<file path="config.mk">
export PLATFORM = sky130hd
export DESIGN_NAME = epu_layer_sequencer
export DESIGN_NICKNAME = d
export VERILOG_FILES = /design/src/rtl/epu_layer_sequencer.sv
export SDC_FILE = /design/constraint.sdc
export NUM_CORES = 1
export LEC_CHECK = 0
export CAP_MARGIN = 20
export CORE_ASPECT_RATIO = 0.5
export CORE_MARGIN = 10
export CORE_UTILIZATION = 45
export CTS_BUF_LIST = sky130_fd_sc_hd__clkbuf_4
export DETAILED_ROUTE_END_ITERATION = 8
export PLACE_DENSITY = 0.65
export SLEW_MARGIN = 15
export SYNTH_ARGS = -nofsm -noshare
export SYNTH_HDL_FRONTEND = slang
export SYNTH_SLANG_ARGS = --single-unit
</file>
<file path="constraint.sdc">
create_clock -name clk -period 5.5 [get_ports clk]
set_input_delay 1.1 -clock clk [delete_from_list [all_inputs] [get_ports clk]]
set_output_delay 1.1 -clock clk [all_outputs]
set_load 0.05 [all_outputs]
</file>
<file path="src/rtl/epu_layer_sequencer.sv">
// EPU layer sequencer: descriptor FIFO, one-hot bus-switch mode, unit clock-gate enables
// and start/done handshake. Define EPU_SEQ_TIMEOUT_EN to build the RUN-state watchdog.
module epu_layer_sequencer #(
   parameter int unsigned FIFO_DEPTH  = 4,
   parameter int unsigned TAG_W       = 8,
   parameter int unsigned SETTLE_CYC  = 2,
   parameter int unsigned TIMEOUT_CYC = 65535
) (
   input  logic             clk,
   input  logic             rstn,
   input  logic             desc_valid,
   output logic             desc_ready,
   input  logic [1:0]       desc_op,
   input  logic [TAG_W-1:0] desc_tag,
   input  logic             abort,
   input  logic             conv_3x3_done,
   input  logic             conv_1x1_done,
   input  logic             maxpool_done,
   output logic [3:0]       mode,
   output logic             conv_3x3_en,
   output logic             conv_1x1_en,
   output logic             maxpool_en,
   output logic             unit_start,
   output logic             busy,
   output logic             layer_done,
   output logic [TAG_W-1:0] done_tag,
   output logic             err_illegal,
   output logic             timeout
);

   localparam int unsigned PTR_W = $clog2(FIFO_DEPTH);
   localparam int unsigned CNT_W = PTR_W + 1;
   localparam int unsigned SET_W = (SETTLE_CYC > 1) ? $clog2(SETTLE_CYC) : 1;
   localparam logic [3:0]  MODE_IDLE = 4'b0001;

   typedef enum logic [2:0] {
      S_IDLE,
      S_SWITCH,
      S_START,
      S_RUN,
      S_DRAIN
   } state_t;

   typedef struct packed {
      logic [1:0]       op;
      logic [TAG_W-1:0] tag;
   } desc_t;

   if (FIFO_DEPTH < 2 || (FIFO_DEPTH & (FIFO_DEPTH - 1)) != 0 ||
       SETTLE_CYC < 1 || TIMEOUT_CYC < 1) begin : g_bad_param
      $error("epu_layer_sequencer: illegal parameter value");
   end

   state_t           state, state_nxt;
   logic [1:0]       cur_op, op_nxt;
   logic [TAG_W-1:0] cur_tag;
   logic [SET_W-1:0] settle_cnt;
   logic             done_pend;
   logic             done_sel;
   logic             done_hit;
   logic             expire;
   logic [3:0]       mode_nxt;

   desc_t            fifo_mem [FIFO_DEPTH];
   desc_t            head;
   logic [PTR_W-1:0] wr_ptr, rd_ptr;
   logic [CNT_W-1:0] count, count_nxt;
   logic             push, pop, empty;

   assign head  = fifo_mem[rd_ptr];
   assign empty = (count == '0);
   assign push  = desc_valid && desc_ready && !abort;
   assign pop   = (state == S_IDLE) && !empty && !abort;
   assign busy  = (state != S_IDLE) || !empty;

   always_comb begin
      count_nxt = count;
      if (abort)
         count_nxt = '0;
      else if (push && !pop)
         count_nxt = count + CNT_W'(1);
      else if (pop && !push)
         count_nxt = count - CNT_W'(1);
   end

   // NOTE: the descriptor storage has no reset; an entry is only read after it was written,
   // so a reset would only add a reset tree to the array.
   always_ff @(posedge clk) begin
      if (push)
         fifo_mem[wr_ptr] <= '{op: desc_op, tag: desc_tag};
   end

   // NOTE: all state in clocked processes uses <= so every flop samples pre-edge values.
   always_ff @(posedge clk or negedge rstn) begin
      if (!rstn) begin
         wr_ptr     <= '0;
         rd_ptr     <= '0;
         count      <= '0;
         desc_ready <= 1'b1;
      end else begin
         count      <= count_nxt;
         desc_ready <= (count_nxt != CNT_W'(FIFO_DEPTH));
         if (abort) begin
            wr_ptr <= '0;
            rd_ptr <= '0;
         end else begin
            if (push) wr_ptr <= wr_ptr + PTR_W'(1);
            if (pop)  rd_ptr <= rd_ptr + PTR_W'(1);
         end
      end
   end

   // Only the done of the unit owning the buses is honoured.
   always_comb begin
      done_sel = 1'b0;
      case (cur_op)
         2'd0:    done_sel = conv_3x3_done;
         2'd1:    done_sel = conv_1x1_done;
         2'd2:    done_sel = maxpool_done;
         default: done_sel = 1'b0;
      endcase
   end

   assign done_hit = (state == S_RUN) && (done_sel || done_pend);

`ifdef EPU_SEQ_TIMEOUT_EN
   localparam int unsigned WD_W = (TIMEOUT_CYC > 1) ? $clog2(TIMEOUT_CYC) : 1;
   logic [WD_W-1:0] wd_cnt;

   always_ff @(posedge clk or negedge rstn) begin
      if (!rstn)
         wd_cnt <= '0;
      else if (state != S_RUN)
         wd_cnt <= '0;
      else
         wd_cnt <= wd_cnt + WD_W'(1);
   end

   // Expires on the TIMEOUT_CYC-th RUN cycle; a done in that same cycle takes precedence.
   assign expire = (state == S_RUN) && !done_hit && (wd_cnt == WD_W'(TIMEOUT_CYC - 1));
`else
   assign expire = 1'b0;
`endif

   // NOTE: every variable gets a default at the top of always_comb so no latch is inferred.
   always_comb begin
      state_nxt = state;
      op_nxt    = pop ? head.op : cur_op;
      case (state)
         S_IDLE:   if (pop && head.op != 2'd3) state_nxt = S_SWITCH;
         S_SWITCH: if (settle_cnt == SET_W'(SETTLE_CYC - 1)) state_nxt = S_START;
         S_START:  state_nxt = S_RUN;
         S_RUN:    if (done_hit || expire) state_nxt = S_DRAIN;
         S_DRAIN:  state_nxt = S_IDLE;
         default:  state_nxt = S_IDLE;
      endcase
      if (abort)
         state_nxt = S_IDLE;

      mode_nxt = MODE_IDLE;
      if (state_nxt inside {S_SWITCH, S_START, S_RUN}) begin
         case (op_nxt)
            2'd0:    mode_nxt = 4'b0010;
            2'd1:    mode_nxt = 4'b0100;
            2'd2:    mode_nxt = 4'b1000;
            default: mode_nxt = MODE_IDLE;
         endcase
      end
   end

   always_ff @(posedge clk or negedge rstn) begin
      if (!rstn) begin
         state       <= S_IDLE;
         cur_op      <= '0;
         cur_tag     <= '0;
         settle_cnt  <= '0;
         done_pend   <= 1'b0;
         mode        <= MODE_IDLE;
         conv_3x3_en <= 1'b0;
         conv_1x1_en <= 1'b0;
         maxpool_en  <= 1'b0;
         unit_start  <= 1'b0;
         layer_done  <= 1'b0;
         err_illegal <= 1'b0;
         timeout     <= 1'b0;
         done_tag    <= '0;
      end else begin
         state <= state_nxt;
         mode  <= mode_nxt;
         {maxpool_en, conv_1x1_en, conv_3x3_en} <= mode_nxt[3:1];
         unit_start <= (state_nxt == S_START);

         if (pop) begin
            cur_op  <= head.op;
            cur_tag <= head.tag;
         end

         settle_cnt <= (state == S_SWITCH) ? settle_cnt + SET_W'(1) : '0;
         // A done seen in START is remembered so RUN exits on its first cycle.
         done_pend   <= (state == S_START) && done_sel && !abort;
         layer_done  <= done_hit && !abort;
         timeout     <= expire && !abort;
         err_illegal <= pop && (head.op == 2'd3);

         if (pop && head.op == 2'd3)
            done_tag <= head.tag;
         else if ((done_hit || expire) && !abort)
            done_tag <= cur_tag;
      end
   end

endmodule

</file>
# Word level (Yosys, flattened, before mapping)
# Memory sizes are Yosys's and may differ from the RTL's.
# Cells that the tools add are included.
# word_totals
ramBits,40
output_inout_bits,21
mem_count,1
in_bits,17
register_bits,41
word_cells,84
# memory_table
memory,words,word_bits,rd,rd_ports_with_merged_regs,write_ports,line,text
fifo_mem,4,10,1,0,1,64,desc_t fifo_mem [FIFO_DEPTH];
# classes
eq_ne,13
muxes,21
n_reduce_logical,27
add_sub_neg,5
# ops
operator,count
$mux W3,7
$mux W8,2
$eq A3 B2 Y1 const B,4
$logic_and A1 B1 Y1,12
$pmux W3 S4,1
$pmux W4 S3,1
$mux W2,5
$eq A2 B2 Y1 const B,3
$eq A3 B1 Y1 const B,2
$logic_not A3 Y1,2
$reduce_bool A2 Y1,3
$reduce_bool A3 Y1,2
$add A2 B1 Y2 const B,2
$eq A2 B1 Y1 const B,2
$logic_not A1 Y1,4
$logic_not A2 Y1,2
$mux W4,1
$add A3 B1 Y3 const B,1
$mux W1,3
$ne A3 B3 Y1 const B,1
$pmux W1 S3,1
$sub A3 B1 Y3 const B,1
$logic_or A1 B1 Y1,2
$ne A2 B2 Y1 const B,1
$add A1 B1 Y1 const B,1

# Logic depth before layout (Yosys ltp)
# Gate-level depths: netlist of the first run.
# logic_depth
ltp_word,11
depth_mapped,9
depth_no_buf,7

# Worst setup path before layout of the first run
# OpenSTA, ideal clock, no wires.
# synth_timing
path_kind,reg-to-output
from,register count[0]
to,output port busy
required_ns,4.400
stages_incl_launch_ff,5
path_slack_ns,2.694
arrival_time_ns,1.706
cell_sequence,dfrtp_1 > inv_1 > ha_1 > nor2b_2 > or4b_2
# synth_between
elab_chain_cells,3
# synth_lines
element,line,text
from (decl),67,"logic [CNT_W-1:0] count, count_nxt;"
from (signal assigned),101,count <= count_nxt;
$logic_not A3 Y1,71,assign empty = (count == '0);
$logic_not A1 Y1,74,assign busy = (state != S_IDLE) || !empty;
$logic_or A1 B1 Y1,74,
to (decl),24,"output logic busy,"
# No other way between the ends.

# Worst setup path in the final report of the first run
# Same ends and word-level chain as after synthesis.

==> results.toml, run 1 <==
[yosys]
synth_edf_count = 40
async_reset_ff_share_pct = 48.7
synth_cells = 215
synth_area_per_cell_um2 = 15.4
synth_cell_types = 43
seq_area_frac_synth_pct = 65.3
ys_ff_latch = 78
synth_top_area_share_pct = 36.4
ys.flop_type = "edfxtp_1"
yosysWarnings = 0
ys_top_cells_by_area = "edfxtp_1 36%, dfrtp_1 27%, mux4_2 6.8%, mux2_2 3.8%, mux2i_1 3.0%"
synth_area_um2 = 3300
syn_nets = 239
yosysTopAreaCell = "edfxtp_1"

[critical_path]
crit_chain = "inv_1 -> ha_1 -> nor2b_2 -> or4b_2 -> clkdlybuf4s50_1"
r2r_end = "mode[0]"
cp-start-kind = "flop"
crit_arrival_ns = 2.81
critical_path_class = "reg2out"
critPathMaxFanout = 4
cpPeakStageDelay_ns = 0.73
crit_slowest_cell = "clkdlybuf4s50_1"
cpLargestDelayFamily = "simple AND/OR/NAND/NOR gates"
regToRegSetupSlack_ns = 3.13
path_depth = 5
crit_path_end_kind = "output port"
worst_ep_required_time_ns = 4.40
regToRegStartpoint = "rd_ptr[0]"
reg2reg_depth = 5
critPathBufInv = 2

[timing]
fmaxAchievable_ghz = 0.256
finalHoldViolCount = 0
slew-limit-headroom_pct = 45.4
worst_slew_pin_slew_ns = 0.819
fin_hold_ws_ns = 0.480
rsz0062_at_grt = "no"
slew_viol_final = 0
setup_viol = 0
setup_tns_ns = 0
min_period_ns = 3.91
finalCritPeriodShare_pct = 71.0
fin_skew_ns = 0.00857

[global_route]
grt_overflow = 0
first_global_vias = 1840
antenna_found_initial = 0
grt_pass1_wl_mm = 9.58
grt_usage_pct = 11.0
grt_max_degree = 39

[detailed_routing]
remaining_drc_errors = 0
drtPass1Iterations = 4
routed_via_density = 5.22
postRouteAntennaNets = 0
finalWirelength_mm = 5.88
routedWlPerCell_um = 16.9
first_iter_violations = 102
vias = 1811

[cts]
cts.htree.levels = 3
cts.sinks = 78
root_buffer = "clkbuf_4"
clockBufferDepth = 2
post_cts_resized = 0
cts_setup_buffers = 0
cts_tree = "yes"
cts_hold_buf = 0
cts_buffers = 9
clk_latency_ns = 0.43
clk_pin_slew_ns = 0.12

[die]
die_x_um = 141
rows = 21
start_util_pct = 47.8
dieArea_um2 = 11400
coreArea_um2 = 6910
die_h_um = 80.6
ioPinCount = 38

[cells_and_area]
final_cell_mix = "40 x edfxtp_1, 36 x dfrtp_1, 35 x clkdlybuf4s50_1"
drive_gt1_share_pct = 19.6
final_nets = 274
diodes = 0
area_delta_synth_final_pct = 15.7
final_common_cell = "edfxtp_1"

[placed_design]
place_hpwl_mm = 4.10
routabilityCongestion = 0.787
portBuffers = 36

[power_and_ir_drop]
power_frac_comb_pct = 40.2
seqPwrFrac_pct = 43.2
vdd_drop_max_mv = 0.167
power.clock.fraction_pct = 16.6
power_leakage_nw = 1.52
p_int_w = 0.00121
switchingPower_w = 0.000743
swShare_pct = 38.1
p_per_area_nw_per_um2 = 510

[min_path]
hold_path_depth = 1
hold_path_class = "reg2reg"
hp-start = "settle_cnt"
hold_end = "settle_cnt"

[outcome]
status = "finished, final reports clean"

[flow_run]
max-cap-violations = 0
cells in the mapped netlist (all sizes together), types with 3 or more instances:
library cell and instances:
buf 10, nor2b 4, mux2 11, edfxtp 40, mux4 10, xnor2 4
ha 7, nor2 17, and3 4, nor4 3, a21oi 11, inv 10
nor3 4, nand2 8, dfrtp 36, mux2i 10
metrics by stage:
step           setup WS, ns  util (%)  cells  power, W  instance area [µm²]
3_3_place_gp           1.99      53.4    331   0.00162                 3690
5_1_grt                1.47      55.3    347   0.00207                 3820
2_1_floorplan          2.69         -    215   0.00143                 3300
3_5_place_dp           1.86      53.4    331   0.00165                 3690
4_1_cts                1.56      55.3    347   0.00197                 3820
6_report               1.59      55.3    347   0.00195                 3820
worst reg2reg max path, delay by kind of cell, from the launching register on:
family | cells | cell delay [ns]
AOI/OAI and AO/OA | 4 | 0.82
DFF | 1 | 0.82
muxes | 1 | 0.67
sequential cells by signal, summed over array words and instances (netlist names):
signal       cells
fifo_mem        40
cur_tag          8
done_tag         8
count            3
mode             3
state            3
cur_op           2
rd_ptr           2
wr_ptr           2
desc_ready       1
done_pend        1
err_illegal      1
layer_done       1
maxpool_en       1
settle_cnt       1
unit_start       1
how the worst max path moves through the flow:
stage,from,slack (ns),endpoint
2_1_floorplan,count[0],2.69,busy
3_3_place_gp,abort,1.99,done_tag[3]
3_5_place_dp,abort,1.86,done_tag[7]
4_1_cts,count[0],1.56,busy
5_1_grt,count[0],1.47,busy
6_report,count[0],1.59,busy
logic make-up after synthesis:
group / synth area share (%)
buffers and inverters: 3.56
AO/OA/AOI/OAI: 3.87
XOR/XNOR: 1.33
multiplexers: 13.6
other: 0.114
AND/OR/NAND/NOR: 9.32
flip-flops: 65.3
adder cells (fa/ha/maj): 2.96
final cells by class:
class                           instances  area [µm²]
Timing Repair Buffer                   36         355
Sequential cell                        78        2150
Multi-Input combinational cell        115        1030
Inverter                               10        37.5
Clock buffer                           10        75.1
Tap cell                               92         115
Fill cell                             575        3090
Clock inverter                          6        52.6
routing by layer:
layer / part of all wire, % / GRT usage, %
met4: 1.8 / 4.92
met3: 6.3 / 5.46
met2: 45 / 16.0
met5: 0 / 0
met1: 47 / 13.7
power groups by stage:
stage / Sequential, W / Clock [W] / Combinational [W]
floorplan: 0.000969 / 0 / 0.000461
global placement: 0.000852 / 0 / 0.000773
detailed placement: 0.000857 / 0 / 0.000790
CTS: 0.000845 / 0.000332 / 0.000794
global route: 0.000863 / 0.000365 / 0.000843
finish: 0.000842 / 0.000324 / 0.000783
(Power assumes the default switching activity.)
==> inputs of run 2 (changes only) <==
Settings changed: PLACE_DENSITY 0.65 to 0.68.
Clock period 5.5 ns to 3.5 ns, I/O delays scaled along.
==> run 2 against run 1 <==
  * Core utilization increased by 1.3 points
  * Final cell count is 0.58% higher
  * Critical path depth unchanged
  * Clock skew up 0.0025 ns
  * Clock power grew 130%
==> results.toml, run 2 (same netlist as run 1, synthesis figures left out) <==
[placed_design]
place_hpwl_mm = 4.27
portBuffers = 36
routabilityCongestion = 0.760
placed_area_um2 = 3710

[critical_path]
crit_arrival_ns = 2.53
cp-start-kind = "flop"
critPathMaxFanout = 4
crit_path_end_kind = "output port"
critical_path_class = "reg2out"
worst_ep_required_time_ns = 2.80

[die]
rows = 21
coreArea_um2 = 6910
start_util_pct = 47.8
ioPinCount = 38
die_h_um = 80.6
die_x_um = 141
dieArea_um2 = 11400

[cts]
clk_latency_ns = 0.43
clockBufferDepth = 2
clk_pin_slew_ns = 0.13
cts_setup_buffers = 0
cts.sinks = 78
cts_tree = "yes"
root_buffer = "clkbuf_4"
cts_buffers = 9
cts.htree.levels = 3

[timing]
slew_viol_final = 0
setup_viol = 0
fmaxAchievable_ghz = 0.310
slew-limit-headroom_pct = 45.9
min_period_ns = 3.23
finalHoldViolCount = 0
finalCritPeriodShare_pct = 92.2
fin_skew_ns = 0.0110
setup_tns_ns = 0
worst_slew_pin_slew_ns = 0.811
rsz0062_at_grt = "no"

[cells_and_area]
largest_reg_flops = 40
fin_area_um2 = 3910
final_common_cell = "edfxtp_1"
ff_latch_area_um2 = 2150
area_delta_synth_final_pct = 18.4
final_nets = 276
top_register = "fifo_mem"
drive_gt1_share_pct = 20.6
fill_cells = 569
final_cell_mix = "40 x edfxtp_1, 36 x dfrtp_1, 34 x clkdlybuf4s50_1"
multiInputGateArea_um2 = 1030
diodes = 0
top_regs = "fifo_mem: 40 flops, cur_tag: 8 flops, done_tag: 8 flops"

[power_and_ir_drop]
p_per_area_nw_per_um2 = 841
power_leakage_nw = 1.56
vdd_drop_max_mv = 0.316

[detailed_routing]
drtPass1Iterations = 4
remaining_drc_errors = 0
postRouteAntennaNets = 0
vias = 1791
first_iter_violations = 138
routed_via_density = 5.13
finalWirelength_mm = 6.01
routedWlPerCell_um = 17.2

[outcome]
status = "finished, final reports clean"

[global_route]
grt_overflow = 0
grt_max_degree = 39
grt_usage_pct = 10.9
antenna_found_initial = 0
grt_pass1_wl_mm = 9.45
first_global_vias = 1857

[min_path]
hold_path_class = "in2async"

[flow_run]
max-cap-violations = 0
[run 2: cell count changes in the layout (fill, tap and decap cells not counted), sizes merged]
cell / before / now
clkinv: 5 / 2
clkinvlp: 0 / 1
dlygate4sd2: 0 / 1
clkbuf: 10 / 9
bufinv: 1 / 4
buf: 1 / 3
clkdlybuf4s50: 35 / 34
[run 2: what timing repair did]
item	in CTS	in global routing
gates resized for setup	1	0
hold buffers	0	0
endpoints found under the setup margin	1	0
[run 2: cell type report]
type / count / share of cell area [%]
clock buffer: 9 / 1.73
clock inverter: 7 / 3.49
inverter: 10 / 0.960
multi-input combinational: 115 / 26.3
sequential: 78 / 55.1
tap: 92 / 2.94
timing repair buffer: 38 / 9.44
[run 2: path summary, 6_finish.rpt]
kind	end	cells past startpoint	slack (ns)	startpoint
setup / recovery	busy	5	0.27	count[0]
hold / removal	count[0]	1	0.35	rstn
setup reg to reg	mode[0]	6	1.16	rd_ptr[0]
hold reg to reg	settle_cnt	1	0.47	settle_cnt
max in group asynchronous	maxpool_en	1	2.64	rstn
min in group clk	settle_cnt	1	0.47	settle_cnt
[run 2: metrics by stage]
step                worst slack [ns]  instances  power (W)  hold WS (ns)  utilization, %
floorplan                       1.09        215    0.00225         0.404               -
global placement               0.508        333    0.00255         0.445            53.6
detailed placement             0.464        333    0.00260         0.460            53.6
CTS                            0.239        349    0.00333         0.350            56.6
global route                   0.109        349    0.00347         0.371            56.6
finish                         0.273        349    0.00329         0.346            56.6
[run 2: report_power, final]
| group | internal [W] | leakage, nW | switching (W) |
|---|---|---|---|
| logic | 0.000508 | 0.616 | 0.000737 |
| clock network | 0.000430 | 0.104 | 0.000304 |
| registers | 0.00117 | 0.836 | 0.000142 |
[run 2: metal layers]
metal	up-vias	GRT usage, %	part of all wire, %
li1	860	-	-
met1	879	12.7	45
met2	42	16.9	46
met3	10	5.46	7.3
met4	0	4.71	1.2
met5	-	0	0
[run 2: critical path, stage by stage, from the launching register on]
cell and delay [ns]:
dfrtp_1 0.43, inv_1 0.13, ha_1 0.15, nor2b_2 0.32
or4b_2 0.61, dlygate4sd2_1 0.45
